--- src/rtl/mem_stage_pkg.sv ---
// mem_stage_pkg
// Shared encodings for the memory pipeline stage: access-size codes,
// writeback-source codes, the access FSM state encoding, and the
// alignment rule used both at the latch edge and inside mem_align.
//
// Bit numbering note: the architecture numbers bits big-endian
// (bit 0 = MSB). Vectors in this slice are declared descending, so
// architectural bit i is vector bit 31-i; e.g. addr[30:31] is addr[1:0]
// here, and byte lane 0 (bits [0:7]) is data[31:24].
package mem_stage_pkg;

    typedef enum logic [1:0] {
        MS_BYTE     = 2'b00,
        MS_HALF     = 2'b01,
        MS_WORD     = 2'b10,
        MS_WORD_ALT = 2'b11
    } mem_size_e;

    typedef enum logic [1:0] {
        DS_ALU = 2'b00,
        DS_MEM = 2'b01,
        DS_PC4 = 2'b10,
        DS_FPU = 2'b11
    } din_src_e;

    typedef enum logic [1:0] {
        IDLE = 2'b00,
        REQ  = 2'b01,
        DONE = 2'b10
    } state_e;

    // Half accesses need an even byte offset; word accesses (and the
    // spare size code, which behaves as word) need offset 0.
    function automatic logic is_misaligned(input logic [1:0] offset,
                                           input logic [1:0] size);
        logic mis;
        case (size)
            MS_BYTE: mis = 1'b0;
            MS_HALF: mis = offset[0];
            default: mis = (offset != 2'b00);
        endcase
        return mis;
    endfunction

endpackage

--- src/rtl/mem_align.sv ---
// mem_align
// Combinational big-endian lane steering for the memory stage.
// Ports:
//   offset     in  2   byte offset within the word (architectural addr[30:31])
//   size       in  2   access size code (mem_size_e)
//   ext        in  1   1 = sign-extend loads, 0 = zero-extend
//   store_data in  32  register value to be stored
//   read_word  in  32  word returned by data memory
//   wdata      out 32  store data replicated across all candidate lanes
//   byte_en    out 4   store lane enables, bit 3 = most significant lane
//   load_value out 32  extracted, right-justified, extended load value
//   misaligned out 1   access violates its natural alignment
module mem_align
    import mem_stage_pkg::*;
(
    input  logic [1:0]  offset,
    input  logic [1:0]  size,
    input  logic        ext,
    input  logic [31:0] store_data,
    input  logic [31:0] read_word,
    output logic [31:0] wdata,
    output logic [3:0]  byte_en,
    output logic [31:0] load_value,
    output logic        misaligned
);

    logic [7:0]  lane_byte;
    logic [15:0] lane_half;

    // Lane 0 is the most significant byte, so offset 0 selects [31:24]
    // and the byte enable pattern walks from bit 3 downwards.
    always_comb begin
        wdata      = store_data;
        byte_en    = 4'b1111;
        load_value = read_word;
        lane_byte  = 8'h00;
        lane_half  = offset[1] ? read_word[15:0] : read_word[31:16];

        case (offset)
            2'd0:    lane_byte = read_word[31:24];
            2'd1:    lane_byte = read_word[23:16];
            2'd2:    lane_byte = read_word[15:8];
            default: lane_byte = read_word[7:0];
        endcase

        case (size)
            MS_BYTE: begin
                wdata      = {4{store_data[7:0]}};
                byte_en    = 4'b1000 >> offset;
                load_value = {{24{ext & lane_byte[7]}}, lane_byte};
            end
            MS_HALF: begin
                wdata      = {2{store_data[15:0]}};
                byte_en    = offset[1] ? 4'b0011 : 4'b1100;
                load_value = {{16{ext & lane_half[15]}}, lane_half};
            end
            default: begin
                wdata      = store_data;
                byte_en    = 4'b1111;
                load_value = read_word;
            end
        endcase

        misaligned = is_misaligned(offset, size);
    end

endmodule

--- src/rtl/mem_stage.sv ---
// mem_stage
// Pipeline stage after execute: registers execute results, performs
// data-memory loads/stores over a req/ack handshake, and hands results
// to writeback and back to execute via the MemData forwarding bus.
// Ports:
//   clk, reset                    clock, async active-high reset
//   Next*                         execute-stage results and control
//   DmemReq/WE/Addr/WData/ByteEn  data-memory request side
//   DmemAck/RData                 data-memory response side
//   MemStall                      freezes this and upstream stages
//   MemData                       forwarding value selected by DInSrc
//   DInSrc/RegWE/RegWAddr         writeback control (RegWE gated)
//   ALUOut/FPUOut/PCPlusFour/LoadData  writeback operands
//   Misaligned                    current instruction was misaligned
module mem_stage
    import mem_stage_pkg::*;
#(
    parameter int AW = 32
) (
    input  logic          clk,
    input  logic          reset,
    input  logic [31:0]   NextALUOut,
    input  logic [31:0]   NextFPUOut,
    input  logic [31:0]   NextRegB,
    input  logic [31:0]   NextPCPlusFour,
    input  logic [1:0]    NextDInSrc,
    input  logic          NextRegWE,
    input  logic [5:0]    NextRegWAddr,
    input  logic [1:0]    NextMEMSize,
    input  logic          NextMEMWE,
    input  logic          NextExtMEM,
    output logic          DmemReq,
    output logic          DmemWE,
    output logic [AW-1:0] DmemAddr,
    output logic [31:0]   DmemWData,
    output logic [3:0]    DmemByteEn,
    input  logic          DmemAck,
    input  logic [31:0]   DmemRData,
    output logic          MemStall,
    output logic [31:0]   MemData,
    output logic [1:0]    DInSrc,
    output logic          RegWE,
    output logic [5:0]    RegWAddr,
    output logic [31:0]   ALUOut,
    output logic [31:0]   FPUOut,
    output logic [31:0]   PCPlusFour,
    output logic [31:0]   LoadData,
    output logic          Misaligned
);

    logic [31:0] alu_q;
    logic [31:0] fpu_q;
    logic [31:0] regb_q;
    logic [31:0] pc4_q;
    logic [1:0]  din_src_q;
    logic        reg_we_q;
    logic [5:0]  reg_waddr_q;
    logic [1:0]  mem_size_q;
    logic        mem_we_q;
    logic        ext_q;
    logic [31:0] load_data_q;

    state_e state;
    state_e state_next;

    logic        next_mem_op;
    logic        next_misaligned;
    logic        mem_op_q;
    logic        is_load_q;

    logic [31:0] align_wdata;
    logic [3:0]  align_byte_en;
    logic [31:0] align_load;
    logic        align_misaligned;

    // The decision to start an access is made from the incoming
    // instruction, since the FSM moves to REQ on the same edge that
    // latches it.
    assign next_mem_op     = NextMEMWE | (NextDInSrc == DS_MEM);
    assign next_misaligned = is_misaligned(NextALUOut[1:0], NextMEMSize);

    assign is_load_q = (din_src_q == DS_MEM);
    assign mem_op_q  = mem_we_q | is_load_q;

    mem_align u_align (
        .offset     (alu_q[1:0]),
        .size       (mem_size_q),
        .ext        (ext_q),
        .store_data (regb_q),
        .read_word  (DmemRData),
        .wdata      (align_wdata),
        .byte_en    (align_byte_en),
        .load_value (align_load),
        .misaligned (align_misaligned)
    );

    // Pipeline register. It holds for as long as an access is
    // outstanding (state REQ), which is exactly when MemStall is high.
    always_ff @(posedge clk or posedge reset) begin
        if (reset) begin
            alu_q       <= '0;
            fpu_q       <= '0;
            regb_q      <= '0;
            pc4_q       <= '0;
            din_src_q   <= '0;
            reg_we_q    <= 1'b0;
            reg_waddr_q <= '0;
            mem_size_q  <= '0;
            mem_we_q    <= 1'b0;
            ext_q       <= 1'b0;
        end else if (state != REQ) begin
            alu_q       <= NextALUOut;
            fpu_q       <= NextFPUOut;
            regb_q      <= NextRegB;
            pc4_q       <= NextPCPlusFour;
            din_src_q   <= NextDInSrc;
            reg_we_q    <= NextRegWE;
            reg_waddr_q <= NextRegWAddr;
            mem_size_q  <= NextMEMSize;
            mem_we_q    <= NextMEMWE;
            ext_q       <= NextExtMEM;
        end
    end

    // Load result capture: only an ack seen while requesting counts, so
    // stray or post-reset acks never disturb LoadData.
    always_ff @(posedge clk or posedge reset) begin
        if (reset) begin
            load_data_q <= '0;
        end else if ((state == REQ) && DmemAck && is_load_q) begin
            load_data_q <= align_load;
        end
    end

    // FSM state register.
    always_ff @(posedge clk or posedge reset) begin
        if (reset) begin
            state <= IDLE;
        end else begin
            state <= state_next;
        end
    end

    // Next state and memory-side outputs. Address, data and enables are
    // only driven during REQ and come from held registers, so they stay
    // stable for the whole request.
    always_comb begin
        state_next = state;
        DmemReq    = 1'b0;
        MemStall   = 1'b0;
        DmemWE     = 1'b0;
        DmemAddr   = '0;
        DmemWData  = '0;
        DmemByteEn = '0;

        case (state)
            IDLE, DONE: begin
                if (next_mem_op && !next_misaligned) begin
                    state_next = REQ;
                end else begin
                    state_next = IDLE;
                end
            end
            REQ: begin
                DmemReq    = 1'b1;
                MemStall   = 1'b1;
                DmemWE     = mem_we_q;
                DmemAddr   = {alu_q[AW-1:2], 2'b00};
                DmemWData  = mem_we_q ? align_wdata : 32'h0;
                DmemByteEn = mem_we_q ? align_byte_en : 4'b1111;
                if (DmemAck) begin
                    state_next = DONE;
                end
            end
            default: state_next = IDLE;
        endcase
    end

    // Misalignment of the held instruction; the held address and size
    // are the values that were checked at the latch edge.
    assign Misaligned = mem_op_q & align_misaligned;
    assign RegWE      = reg_we_q & ~Misaligned;

    assign DInSrc     = din_src_q;
    assign RegWAddr   = reg_waddr_q;
    assign ALUOut     = alu_q;
    assign FPUOut     = fpu_q;
    assign PCPlusFour = pc4_q;
    assign LoadData   = load_data_q;

    // Forwarding mux. For a load it only becomes meaningful once the
    // access has completed.
    always_comb begin
        MemData = alu_q;
        case (din_src_q)
            DS_ALU:  MemData = alu_q;
            DS_MEM:  MemData = load_data_q;
            DS_PC4:  MemData = pc4_q;
            default: MemData = fpu_q;
        endcase
    end

endmodule

--- config.mk ---
export PLATFORM = sky130hd
export DESIGN_NAME = mem_stage
export DESIGN_NICKNAME = d
export VERILOG_FILES = /design/src/rtl/mem_stage_pkg.sv /design/src/rtl/mem_align.sv /design/src/rtl/mem_stage.sv
export SDC_FILE = /design/constraint.sdc
export NUM_CORES = 1
export LEC_CHECK = 0
export ABC_AREA = 1
export CAP_MARGIN = 15
export CORE_AREA = 2 2 160 162
export CTS_CLUSTER_SIZE = 25
export DETAILED_ROUTE_END_ITERATION = 12
export DIE_AREA = 0 0 162 164
export PLACE_DENSITY = 0.75
export SLEW_MARGIN = 25
export SYNTH_ARGS = -nofsm -noshare
export SYNTH_HDL_FRONTEND = slang
export SYNTH_SLANG_ARGS = --single-unit
export TNS_END_PERCENT = 20
--- constraint.sdc ---
create_clock -name clk -period 16.9 [get_ports clk]
set_input_delay 3.38 -clock clk [delete_from_list [all_inputs] [get_ports clk]]
set_output_delay 3.38 -clock clk [all_outputs]
set_load 0.03 [all_outputs]
==> results of run 1 <==
placed cells by master (no fill, tap or decap), drive strengths merged:
cell           netlist  final
o21ai              153    153
bufinv               0      1
o22ai               20     20
buf                 32      5
o211ai               7      7
nand3               29     29
clkbuf              37     17
nor2                72     72
nand2              410    410
inv                165    173
o2111ai              9      9
nand4                4      4
a211oi               3      3
conb                 1      2
clkinv               2      7
dfrtp              175    175
a21oi               56     56
clkinvlp             0      1
clkdlybuf4s50        0    414
or2                  3      3
where the power goes:
group          internal [W]  total, W  switching (W)  leakage (nW)
logic              0.000369  0.000983       0.000613          4.16
registers          0.000523  0.000620      0.0000967          2.09
clock network      0.000212  0.000407       0.000196         0.291
total               0.00110   0.00201       0.000906          6.54
flip-flops by register name, summed over array words and instances (netlist names):
name,flops
mem_size_q,2
mem_we_q,1
LoadData,32
regb_q,32
ext_q,1
FPUOut,32
state,2
RegWAddr,6
ALUOut,32
reg_we_q,1
DInSrc,2
PCPlusFour,32
path summary, 6_finish.rpt:
check                      slack (ns)                       end
setup / recovery                 9.86             DmemByteEn[0]
setup reg to reg                13.25  LoadData[24]$_DFFE_PP0P_
min in group asynchronous        3.48    ALUOut[10]$_DFFE_PP0N_
hold reg to reg                  0.49   RegWAddr[5]$_DFFE_PP0N_
hold / removal                   0.49   RegWAddr[5]$_DFFE_PP0N_
max in group asynchronous       12.06    ALUOut[21]$_DFFE_PP0N_
critical path, stage by stage (launching register included):
cell and delay [ns]:
sky130_fd_sc_hd__dfrtp_1 0.39, sky130_fd_sc_hd__nor2_4 0.56, sky130_fd_sc_hd__buf_4 0.45, sky130_fd_sc_hd__inv_6 0.26, sky130_fd_sc_hd__buf_4 0.45, sky130_fd_sc_hd__a21oi_1 0.28
sky130_fd_sc_hd__clkdlybuf4s50_1 0.70
cell families (layout without fill, tap and decap cells):
kind of cell / Yosys count / in the layout / share of synthesized area (%)
DFF: 175 / 175 / 50.2
buffers and inverters: 236 / 618 / 11.0
other: 1 / 2 / 0.0430
AOI/OAI and AO/OA: 248 / 248 / 15.3
and+or+nand+nor: 518 / 518 / 23.5
routing by layer:
layer | GRT usage, % | vias to the layer above
li1 | - | 4412
met1 | 31.7 | 4335
met2 | 45.4 | 409
met3 | 6.06 | 33
met4 | 6.28 | 0
met5 | 0 | -
area by class of cell:
type | instances | area, um2
Fill cell | 2303 | 11200
Multi-Input combinational cell | 768 | 3400
Timing Repair Buffer | 419 | 4180
Inverter | 167 | 639
Clock buffer | 17 | 425
Clock inverter | 15 | 170
Sequential cell | 175 | 4380
Tap cell | 330 | 413
stage by stage:
stage	utilization (%)	instances	cell area, um2	hold slack (ns)
after floorplan	-	1179	8720	0.449
after global placement	52.4	1859	13000	0.464
after detailed placement	52.4	1859	13000	0.465
after CTS	54.8	1891	13600	0.485
after global routing	54.8	1891	13600	0.512
final	54.8	1891	13600	0.485
==> impl_results.md, run 1 <==
* Maximum clock frequency at ~0.14 GHz
* Clock Latency Late Sink at 0.43 ns
* Post-layout minimum cycle time at around 7 ns
* Number of clock sinks at 175
* Post-Synthesis Cell Area at 8720 um2
* RSZ-0062 raised after global routing: no
* Ant. Diodes at 0
* Routed length on met2 at between 15000 and 20000 um
* Biggest area contributors in the synthesized netlist: sky130_fd_sc_hd__dfrtp_1 50%, sky130_fd_sc_hd__nand2_1 18%, sky130_fd_sc_hd__o21ai_0 8.6%
* Pin count of the biggest net entering global routing at 114
* Setup_tns at 0 ns
* Critical setup path kind: flop to output port
* Sequential element share of the synthesized area at 50.2%
* Leakage dissipation at ~6.5 nW
* Fraction of layout cells with a size suffix above 1 at between 3 and 4%
* Clock transition at the registers of the reported paths at roughly 0.080 ns
* Final cycle utilization of the critical path at a little over two fifths
* Asr flop ratio synth at 100%
* Resized cells post-CTS at 0
* Headroom to the max-slew limit at 33.9%
* Hold Vio Cnt, Final at 0
* CP required at 13.52 ns
* Transition time at the pin with the least slew margin at between 0.9 and 1 ns
* Initial cell density of the core at 35.1%
* Number of different library cells in the post-synthesis netlist at 28
* Routed Antenna Nets at 0
* Total routed wire length on the met1 layer at 13800 um
* Wire length per cell at 18.3 um
* Hold path start: RegWAddr[5]$_DFFE_PP0N_
* Floorplan die width at approximately 160 um
* Post-Route Skew at 0.0128 ns
* Post-synthesis sequential element count at between 150 and 200
* Warning count from the yosys run at 0
* Number of failing setup endpoints in the final timing report at 0
* Primary FF master, synth: sky130_fd_sc_hd__dfrtp_1
* Die Ht at around 160 um
* Routed via count divided by cell count at 4.86
* Overall die area at 26600 um2
* H-tree depth at 4
* Max-Cap Viols at 0
* Setup crit start kind: flop
* Remaining Overflow, GRT at 0
* Combined global-route utilization of all metal layers at about a quarter
* Last weighted congestion value of the routability-driven placer at roughly 0.91
* Maximum clock insertion buffer count at 2
* Worst r2r path cells at 8
* Type of the worst min-delay path: flop to flop
* Vias after detailed routing at 9189
* Cell Pwr Density at approximately 150 nW/um2
* Sum of internal, switching and leakage power at just over 0.002 W
* R2r startpoint: DInSrc[1]$_DFFE_PP0N_
* HPWL Detailed at about 26000 um
* Number of standard cells after synthesis at roughly 1.2k
* Max Transition Viols Final at 0
* Number of synthesized flops with an enable pin at 0
* Result of the run: complete, no violations
* Growth of design area from synthesis to finish at 56.2%
* Maximum fanout along the worst path at between 100 and 150
* Violation count after the first detailed-routing iteration at roughly 750
* Via count of the first global-routing pass at slightly below 9k
* Antenna violations before repair at 0
* Cell with the most instances after synthesis: sky130_fd_sc_hd__nand2_1
* Number of I/O pins at 417
* Share of Yosys cell area claimed by the top area cell type at 50.2%
* Cell depth of the worst min-delay path at 2
* Endpoint class of the critical path: output port
* Top metal layer carrying routed signals: met4
* Wire length of the first global-routing pass at between 50000 and 60000 um
* Per-instance average area after synthesis at 7.40 um2
* Arrival time reported for the critical path endpoint at about 3.7 ns
* Met3 routed wirelength at between 2000 and 3000 um
* TritonCTS clock tree: yes
* Remaining design rule violation count at 0
* Root Driver: sky130_fd_sc_hd__clkbuf_16
* Buffers added on ports at 414
* Smallest setup slack after layout at between 9 and 10 ns
* Buffers inserted by post-CTS timing repair at 0
* TritonCTS Buffers at 17
* Worst vdd ir at 0.0714 mV
* Most common library cells after synthesis: 408 x sky130_fd_sc_hd__nand2_1, 175 x sky130_fd_sc_hd__dfrtp_1, 163 x sky130_fd_sc_hd__inv_1
* Total of hold buffers inserted after clock tree synthesis at 0
* Setup slack at placement at ~10 ns
* Std cell rows at 58
* Placeable Area at between 20000 and 25000 um2
* Final layout net count at approximately 1.7k
* Post-detailed-routing wire length at around 35000 um
* Cell type contributing the most total cell area after synthesis: sky130_fd_sc_hd__dfrtp_1
* Critical path startpoint: state[1]$_DFFE_PP0P_
* Detailed-router iteration count before antenna repair at 7
No activity file was read; power rests on OpenSTA's default activity.
==> run 2: changes to the inputs <==
--- a/config.mk
+++ b/config.mk
@@ -7,11 +7,11 @@
 export LEC_CHECK = 0
 export ABC_AREA = 1
 export CAP_MARGIN = 15
-export CORE_AREA = 2 2 160 162
+export CORE_ASPECT_RATIO = 0.5
+export CORE_UTILIZATION = 42
 export CTS_CLUSTER_SIZE = 25
 export DETAILED_ROUTE_END_ITERATION = 12
-export DIE_AREA = 0 0 162 164
-export PLACE_DENSITY = 0.75
+export PLACE_DENSITY = 0.86
 export SLEW_MARGIN = 25
 export SYNTH_ARGS = -nofsm -noshare
 export SYNTH_HDL_FRONTEND = slang
==> constraint.sdc (replaced) <==
create_clock -name clk -period 7.3 [get_ports clk]
set_input_delay 1.46 -clock clk [delete_from_list [all_inputs] [get_ports clk]]
set_output_delay 1.46 -clock clk [all_outputs]
set_load 0.03 [all_outputs]
==> run 2 against run 1 <==
Combinational power up 130%. Sequential cell count unchanged. Wire length is 4.3% lower. Sequential share of layout area up 0.22 points. Die area shrank 20%. Critical endpoint is now DmemWData[12]. Largest power group unchanged.
==> impl_results.md, run 2 (same netlist as run 1, synthesis figures left out) <==
* Number of I/O pins at 417 (unchanged)
* Clock transition at the registers of the reported paths at 0.07 ns (about the same)
* Remaining Overflow, GRT at 0 (unchanged)
* Endpoint class of the critical path: output port
* CP required at 5.84 ns (-7.68 ns)
* Wire length per cell at 18.1 um (-0.99%)
* Maximum clock frequency at 0.199 GHz
* Number of failing setup endpoints in the final timing report at 0 (unchanged)
* Post-layout minimum cycle time at 5.03 ns
* Buffers added on ports at 414 (unchanged)
* Remaining design rule violation count at 0 (unchanged)
* CP max stage cell: sky130_fd_sc_hd__clkdlybuf4s50_1
* Transition time at the pin with the least slew margin at 1.02 ns (+0.0346 ns)
* Last weighted congestion value of the routability-driven placer at 1.01 (+12%)
* Post-detailed-placement cell area at 12900 um2 (-0.63%)
* Buffers inserted by post-CTS timing repair at 0 (unchanged)
* Sum of internal, switching and leakage power at 0.00466 W (+130%)
* Final layout net count at 1724 (unchanged)
* Violation count after the first detailed-routing iteration at 821 (+10%)
* Antenna violations before repair at 1 (+1)
* Std cell rows at 36 (-38%)
* Ordered cell list for the critical path: nor2_4 > buf_4 > nand2_1 > inv_1 > o21ai_0 > a21oi_1 > clkdlybuf4s50_1
* Clock Latency Late Sink at 0.45 ns (+0.02 ns)
* Cell Pwr Density at 344 nW/um2 (+130%)
* Result of the run: complete, no violations
* H-tree depth at 4 (unchanged)
* Wire length of the first global-routing pass at 51300 um (-1.2%)
* Cell count after placement at 1795 (-3.4%)
* Pin count of the biggest net entering global routing at 177 (+55%)
* TritonCTS clock tree: yes
* Number of filler cells placed in the layout at 1653 (-28%)
* Final cycle utilization of the critical path at between 60 and 70%
* Non-Filler Cell Area, Final at 13500 um2 (-0.67%)
* Smallest setup slack after layout at 2.27 ns (-7.59 ns)
* Fraction of layout cells with a size suffix above 1 at 3.59% (-0.19 points)
* Growth of design area from synthesis to finish at 55.1%
* HPWL Detailed at 24800 um (-4.8%)
* Kind of cell with the highest combined delay on the critical path: buffers and inverters
* Finished Layout Cells at 1827 (-3.4%)
* Total of hold buffers inserted after clock tree synthesis at 0 (unchanged)
* Number of buffers and inverters on the critical path at 3 (-1)
* Setup crit start kind: flop
* Root Driver: sky130_fd_sc_hd__clkbuf_16
* Maximum fanout along the worst path at 57 (-44%)
* Max-Cap Viols at 0 (unchanged)
* Setup_tns at 0 ns (unchanged)
* Placeable Area at 19900 um2 (-20%)
* Vias after detailed routing at 9271 (+0.89%)
* Routed Antenna Nets at 0 (unchanged)
* TritonCTS Buffers at 17 (unchanged)
* Floorplan die width at 206 um (+27%)
* Via count of the first global-routing pass at 9149 (+3.3%)
* Commonest non-fill, non-tap cells in the layout: 414 x sky130_fd_sc_hd__clkdlybuf4s50_1, 408 x sky130_fd_sc_hd__nand2_1, 174 x sky130_fd_sc_hd__dfrtp_1, 161 x sky130_fd_sc_hd__inv_1, 150 x sky130_fd_sc_hd__o21ai_0
* Ant. Diodes at 0 (unchanged)
* R2r startpoint: DInSrc[1]$_DFFE_PP0N_
* Hold Vio Cnt, Final at 0 (unchanged)
* Critical setup path kind: flop to output port
* Arrival time reported for the critical path endpoint at 3.57 ns (-0.09 ns)
* Worst vdd ir at 0.192 mV (+170%)
* Die Ht at 104 um (-37%)
* Initial cell density of the core at 43.8% (+8.7 points)
* Max Transition Viols Final at 0 (unchanged)
* RSZ-0062 raised after global routing: no
* Leakage dissipation at 6.53 nW (-0.16%)
* Routed via count divided by cell count at 5.07 (+4.4%)
* Overall die area at 21400 um2 (-20%)
* Detailed-router iteration count before antenna repair at 5 (-2)
* Post-detailed-routing wire length at 33000 um (-4.3%)
* Critical path startpoint: state[1]$_DFFE_PP0P_
* Combined global-route utilization of all metal layers at 31.3% (+5.6 points)
* Hold path start: regb_q[17]$_DFFE_PP0N_
* Post-Route Skew at 0.0106 ns (-0.00224 ns)
* Setup slack at placement at 2.78 ns (-7.61 ns)
* Headroom to the max-slew limit at 31.6% (-2.3 points)
* Number of clock sinks at 175 (unchanged)
* Type of the worst min-delay path: flop to flop
* Delay of the slowest cell on the worst path at 0.70 ns (about the same)
* Maximum clock insertion buffer count at 2 (unchanged)
* Resized cells post-CTS at 0 (unchanged)
* Commonest non-fill, non-tap cell in the layout: sky130_fd_sc_hd__clkdlybuf4s50_1
-- run 2: changes by cell type in the layout (fill, tap and decap cells not counted), sizes merged --
cell,delta
inv,-7
clkinv,-2
bufinv,+1
clkbuf,+6
clkinvlp,+2
-- run 2: report_power, final --
group	leakage [nW]	internal (W)	switching (W)	total, W
clock	0.280	0.000531	0.000396	0.000927
sequential	2.09	0.00121	0.000228	0.00144
combinational	4.16	0.000854	0.00143	0.00229
-- run 2: final timing paths --
kind | slack [ns] | end | depth (start not counted)
worst max-delay path | 2.27 | DmemWData[12] | 7
worst min-delay path | 0.49 | regb_q[17]$_DFFE_PP0N_ | 2
worst max register to register | 3.91 | LoadData[24]$_DFFE_PP0P_ | 8
worst min register to register | 0.49 | regb_q[17]$_DFFE_PP0N_ | 2
max in group asynchronous | 4.55 | ALUOut[5]$_DFFE_PP0N_ | 3
min in group asynchronous | 1.47 | ALUOut[8]$_DFFE_PP0N_ | 2
-- run 2: stage by stage --
step,util (%),hold WS [ns]
floorplan,-,0.449
global placement,65.0,0.462
detailed placement,65.0,0.470
CTS,67.9,0.488
global route,67.9,0.510
finish,67.9,0.489
-- run 2: per-layer routing --
layer / vias to the layer above / part of all wire (%) / GRT usage, %
met5: - / 0.039 / 0
met4: 2 / 2.5 / 10.7
met3: 65 / 7.0 / 6.36
met2: 399 / 49 / 52.6
met1: 4382 / 41 / 40.1
li1: 4423 / - / -
-- run 2: layout make-up --
cell class              count  area, um2  share of cell area [%]
flip-flops and latches    175       4380                    32.4
clock buffers              23        478                    3.54
clock inverters             9        106                   0.787
repair buffers            419       4180                    30.9
multi-input cells         768       3400                    25.2
inverters                 167        639                    4.73
well taps                 266        333                    2.46
-- run 2: worst register-to-register path: cells and delay by family, from the launching register on --
| kind | cells | cell delay [ns] |
|---|---|---|
| simple gates | 5 | 1.97 |
| buf+inv | 3 | 0.86 |
| flops | 1 | 0.45 |
